$ cat config.mk
export PLATFORM = sky130hd
export DESIGN_NAME = flag_event_logger
export DESIGN_NICKNAME = d
export VERILOG_FILES = /design/src/rtl/flag_event_pkg.sv /design/src/rtl/flag_event_fifo.sv /design/src/rtl/flag_event_logger.sv
export SDC_FILE = /design/constraint.sdc
export NUM_CORES = 1
export LEC_CHECK = 0
export BUFFER_PORTS_ARGS = -buffer_cell sky130_fd_sc_hd__buf_4
export CAP_MARGIN = 30
export CORE_UTILIZATION = 65
export DETAILED_ROUTE_END_ITERATION = 12
export PLACE_DENSITY = 0.85
export SLEW_MARGIN = 10
export SYNTH_ARGS = -nofsm -noshare
export SYNTH_HDL_FRONTEND = slang
export SYNTH_SLANG_ARGS = --single-unit
export TNS_END_PERCENT = 20
$ cat constraint.sdc
create_clock -name clk -period 4.9 [get_ports clk]
set_clock_uncertainty 0.15 [all_clocks]
set_input_delay 0.735 -clock clk [delete_from_list [all_inputs] [get_ports clk]]
set_output_delay 0.735 -clock clk [all_outputs]
set_load 0.02 [all_outputs]
$ cat src/rtl/flag_event_pkg.sv
// Shared defaults, event record layout and FSM encoding for the flag event logger.
package flag_event_pkg;
  localparam int TS_W_DEF  = 16;
  localparam int DEPTH_DEF = 4;

  // Event record at the default timestamp width; the top re-declares the same layout at its own TS_W.
  typedef struct packed {
    logic [TS_W_DEF-1:0] ts;
    logic                val;
  } evt_t;

  typedef enum logic [0:0] {
    ARMED    = 1'b0,
    TRACKING = 1'b1
  } state_e;
endpackage

$ cat src/rtl/flag_event_fifo.sv
// Synchronous FIFO with wrap-bit pointers; a push while full is accepted only alongside a pop.
module flag_event_fifo #(
  parameter int W     = 17,
  parameter int DEPTH = 4
) (
  input  logic                       clk,
  input  logic                       rst,
  input  logic                       push,
  input  logic                       pop,
  input  logic [W-1:0]               din,
  output logic [W-1:0]               dout,
  output logic                       full,
  output logic                       empty,
  output logic [$clog2(DEPTH):0]     count
);
  localparam int AW = $clog2(DEPTH);
  localparam logic [AW:0] PTR_ONE = (AW+1)'(1);

  logic [AW:0]  wr_ptr_q, wr_ptr_d, rd_ptr_q, rd_ptr_d;
  logic [W-1:0] mem_q [DEPTH];
  logic [W-1:0] mem_d [DEPTH];
  logic         do_push, do_pop;

  assign count = wr_ptr_q - rd_ptr_q;
  assign empty = (count == '0);
  assign full  = (count == (AW+1)'(DEPTH));
  // Head is forced to zero when empty so outputs read clean straight out of reset.
  assign dout  = empty ? '0 : mem_q[rd_ptr_q[AW-1:0]];

  always_comb begin
    do_pop   = pop && !empty;
    do_push  = push && (!full || do_pop);
    wr_ptr_d = do_push ? wr_ptr_q + PTR_ONE : wr_ptr_q;
    rd_ptr_d = do_pop  ? rd_ptr_q + PTR_ONE : rd_ptr_q;
    mem_d    = mem_q;
    if (do_push) mem_d[wr_ptr_q[AW-1:0]] = din;
  end

  always_ff @(posedge clk or posedge rst) begin
    if (rst) begin
      wr_ptr_q <= '0;
      rd_ptr_q <= '0;
      for (int i = 0; i < DEPTH; i++) mem_q[i] <= '0;
    end else begin
      wr_ptr_q <= wr_ptr_d;
      rd_ptr_q <= rd_ptr_d;
      mem_q    <= mem_d;
    end
  end
endmodule

$ cat src/rtl/flag_event_logger.sv
// Timestamps edges of a monitored flag (plus an initial snapshot when first enabled) into a FIFO.
module flag_event_logger
  import flag_event_pkg::*;
#(
  parameter int TS_W  = TS_W_DEF,
  parameter int DEPTH = DEPTH_DEF
) (
  input  logic                    clk,
  input  logic                    rst,
  input  logic                    en,
  input  logic                    flag_in,
  input  logic                    clr_ovf,
  input  logic                    evt_ready,
  output logic                    evt_valid,
  output logic [TS_W-1:0]         evt_ts,
  output logic                    evt_val,
  output logic [$clog2(DEPTH):0]  count,
  output logic                    overflow
);
  typedef struct packed {
    logic [TS_W-1:0] ts;
    logic            val;
  } evt_w_t;

  logic [TS_W-1:0] ts_cnt_q, ts_cnt_d;
  logic            flag_q, flag_d;
  logic            overflow_q, overflow_d;
  state_e          state_q, state_d;
  logic            log_evt, drop, full, empty;
  evt_w_t          evt_in, evt_head;

  assign evt_in    = '{ts: ts_cnt_q, val: flag_in};
  assign evt_valid = !empty;
  assign evt_ts    = evt_head.ts;
  assign evt_val   = evt_head.val;
  assign overflow  = overflow_q;

  always_comb begin
    ts_cnt_d = ts_cnt_q + TS_W'(1);
    flag_d   = flag_in;
    state_d  = state_q;
    log_evt  = 1'b0;
    case (state_q)
      ARMED: if (en) begin
        log_evt = 1'b1;
        state_d = TRACKING;
      end
      TRACKING: log_evt = en && (flag_in != flag_q);
      default:  state_d = ARMED;
    endcase
    // Full implies non-empty, so a ready consumer always frees a slot this edge.
    drop       = log_evt && full && !evt_ready;
    overflow_d = drop ? 1'b1 : (clr_ovf ? 1'b0 : overflow_q);
  end

  always_ff @(posedge clk or posedge rst) begin
    if (rst) begin
      ts_cnt_q   <= '0;
      flag_q     <= 1'b0;
      overflow_q <= 1'b0;
      state_q    <= ARMED;
    end else begin
      ts_cnt_q   <= ts_cnt_d;
      flag_q     <= flag_d;
      overflow_q <= overflow_d;
      state_q    <= state_d;
    end
  end

  flag_event_fifo #(
    .W     ($bits(evt_w_t)),
    .DEPTH (DEPTH)
  ) u_fifo (
    .clk   (clk),
    .rst   (rst),
    .push  (log_evt),
    .pop   (evt_ready),
    .din   (evt_in),
    .dout  (evt_head),
    .full  (full),
    .empty (empty),
    .count (count)
  );
endmodule

==> results.py <==
metrics = {
    "cells_and_area": {
        "multiInputGateArea_sq_mm": 0.00196,
        "nFillCells": 394,
        "final_common_cell": "dfrtp_1",
        "antenna_cells": 0,
        "nets": 322,
        "area_growth_pct": 9.92,
        "regArea_sq_mm": 0.00233,
        "drive_gt1_frac": 0.444,
        "final_cell_mix": "dfrtp_1 (93), mux2_4 (39), mux2_2 (30), buf_4 (30), and2_1 (18)",
    },
    "setup_path": {
        "cp.required_ns": 4.01,
        "worst_setup_path_end_kind": "output pin",
        "rr_startpoint": "u_fifo.wr_ptr_q[0]$_DFFE_PP0P_",
        "arrival_ns": 2.74,
        "worstSetupStartpoint": "u_fifo.wr_ptr_q[0]$_DFFE_PP0P_",
        "crit_type": "reg -> out",
        "path_max_fanout": 19,
        "cp-start-kind": "flip-flop",
    },
    "sta": {
        "finalCritPeriodShare": 0.740,
        "finalHoldWorstSlack_ns": 0.357,
        "rsz0062_at_grt": "false",
        "max_freq_mhz": 276,
        "post-route-min-period_ns": 3.63,
        "slew_headroom": 0.485,
        "worst_pin_slew_ns": 0.771,
        "final_hold_viol_count": 0,
        "slew_violations": 0,
        "setup_viol": 0,
        "tns_ns": 0,
    },
    "yosys": {
        "synth_edf_count": 0,
        "synthesis.area_sq_mm": 0.00440,
        "netlist_instances": 281,
        "synth_top_flop_cell": "dfrtp_1",
        "ys_warn_count": 0,
        "synth_cell_type_count": 29,
        "synth_seq_cells": 93,
        "syn_nets": 295,
        "syn_avg_cell_area_sq_um": 15.7,
        "async_reset_ff_frac": 1.00,
        "synth-seq-area-share": 0.529,
    },
    "clocking": {
        "clock_latency_ns": 0.35,
        "cts.clk_slew.worst_paths_ns": 0.09,
        "cts-resized-gates": 0,
        "holdBufCountCts": 0,
        "cts_made_buffers": 9,
        "root_buffer": "clkbuf_8",
        "clkSinkCount": 93,
        "ctsHtreeMaxLevel": 3,
        "postCtsSetupRepairBufs": 0,
        "clockBufferDepth": 2,
        "cts_tree": "done",
    },
    "route": {
        "wl_per_cell_um": 19.6,
        "drc": 4,
        "drt_wl_total_mm": 7.63,
        "drtIter0Drc": 94,
        "via_per_inst": 5.88,
        "vias": 2295,
        "first_pass_iters": 9,
        "ant_nets": 0,
    },
    "die": {
        "core_region_area_sq_mm": 0.00646,
        "dieWidth_um": 84.3,
        "row_count": 29,
        "die_area_sq_mm": 0.00710,
        "io_pins": 28,
        "initial_core_util": 0.681,
        "die_h_um": 84.3,
    },
    "flow_run": {
        "drv_cap": 0,
    },
    "power": {
        "ir_worst_vdd_uv": 428,
        "power.leakage_nw": 2.43,
        "p_per_area_mw_per_mm2": 564,
    },
    "run_status": {
        "outcome": "finished with violations",
        "violations": "DRC",
    },
    "global_route": {
        "grt_pass1_wl_mm": 13.0,
        "track_usage": 0.244,
        "grt_pass1_vias": 2535,
        "grt_max_degree": 50,
        "antenna_found_initial": 0,
        "grt_overflow": 0,
    },
    "placement": {
        "port_buffers": 27,
        "hpwlAfterDp_mm": 4.76,
        "gp_congestion": 0.732,
    },
    "min_path": {
        "min_path_type": "in -> async",
    },
}
==> cells by family after synthesis <==
kind of cell | share of synthesized area
AND/OR/NAND/NOR | 0.0680
buffers and inverters | 0.0259
AO/OA/AOI/OAI | 0.0125
multiplexers | 0.297
XOR/XNOR | 0.0435
flip-flops | 0.529
adder cells (fa/ha/maj) | 0.0245
==> synth_stat cells (2+ instances only) <==
| cell | count | area share |
|---|---|---|
| dfrtp_1 | 93 | 0.53 |
| mux2_4 | 39 | 0.13 |
| mux2_2 | 30 | 0.077 |
| and2_1 | 18 | 0.026 |
| mux4_2 | 17 | 0.087 |
| xnor2_1 | 16 | 0.032 |
| clkbuf_1 | 8 | 0.0068 |
| inv_1 | 8 | 0.0068 |
| ha_1 | 7 | 0.020 |
| nand2_1 | 7 | 0.0060 |
| nand3_1 | 6 | 0.0068 |
| buf_6 | 4 | 0.010 |
| nand2_4 | 4 | 0.010 |
| nand4_1 | 4 | 0.0057 |
| and4_1 | 3 | 0.0060 |
| xor2_1 | 3 | 0.0060 |
| and3_1 | 2 | 0.0028 |
==> sequential cells by signal (all words and copies together), names as in the netlist <==
| signal | flops |
|---|---|
| u_fifo.mem_q | 68 |
| ts_cnt_q | 16 |
| state_q | 1 |
| u_fifo.wr_ptr_q | 3 |
| flag_q | 1 |
| u_fifo.rd_ptr_q | 3 |
| overflow | 1 |
==> power by group <==
| part | internal (mW) | leakage, nW | switching (mW) | total (mW) |
|---|---|---|---|---|
| clock | 0.240 | 0.0895 | 0.269 | 0.508 |
| sequential | 0.912 | 1.20 | 0.0884 | 1.00 |
| combinational | 0.623 | 1.14 | 0.596 | 1.22 |
| total | 1.77 | 2.43 | 0.953 | 2.73 |
==> metrics by stage <==
step,setup slack (ns),cell area [sq um],total power [mW],std cells,utilization
after floorplan,1.59,4400,1.89,281,-
after global placement,1.63,4640,2.22,374,0.718
after detailed placement,1.62,4640,2.24,374,0.718
after CTS,1.25,4840,2.75,390,0.749
after global routing,1.10,4840,2.87,390,0.749
final,1.27,4840,2.73,390,0.749
==> worst paths after layout <==
kind | slack, ns | to | cells past startpoint
setup / recovery | 1.27 | evt_ts[1] | 7
hold / removal | 0.36 | u_fifo.mem_q[2]$_DFFE_PP0P_ | 2
setup reg to reg | 1.86 | u_fifo.mem_q[3]$_DFFE_PP0P_ | 7
hold reg to reg | 0.36 | u_fifo.mem_q[28]$_DFFE_PP0P_ | 1
max in group asynchronous | 3.17 | u_fifo.mem_q[20]$_DFFE_PP0P_ | 3
min in group clk | 0.36 | u_fifo.mem_q[28]$_DFFE_PP0P_ | 1
==> critical path: stages, from the launching register on <==
cell	delay, ns
dfrtp_1	0.38
inv_1	0.10
ha_1	0.21
fa_1	0.40
xor3_2	0.30
nand2b_1	0.51
and2_1	0.33
buf_4	0.16
==> routing by layer <==
metal / vias up / share of wire / track usage
met5: - / 0 / 0
met4: 0 / 0.0067 / 0.0752
met3: 5 / 0.041 / 0.0334
met2: 53 / 0.49 / 0.391
met1: 1186 / 0.46 / 0.356
li1: 1051 / - / -
==> layout make-up <==
type | count | share of cell area
multi-input combinational | 166 | 0.405
tap | 77 | 0.0199
clock buffer | 10 | 0.0264
timing repair buffer | 30 | 0.0466
clock inverter | 6 | 0.0145
sequential | 93 | 0.481
inverter | 8 | 0.00647
No activity file was read; power rests on OpenSTA's default activity.
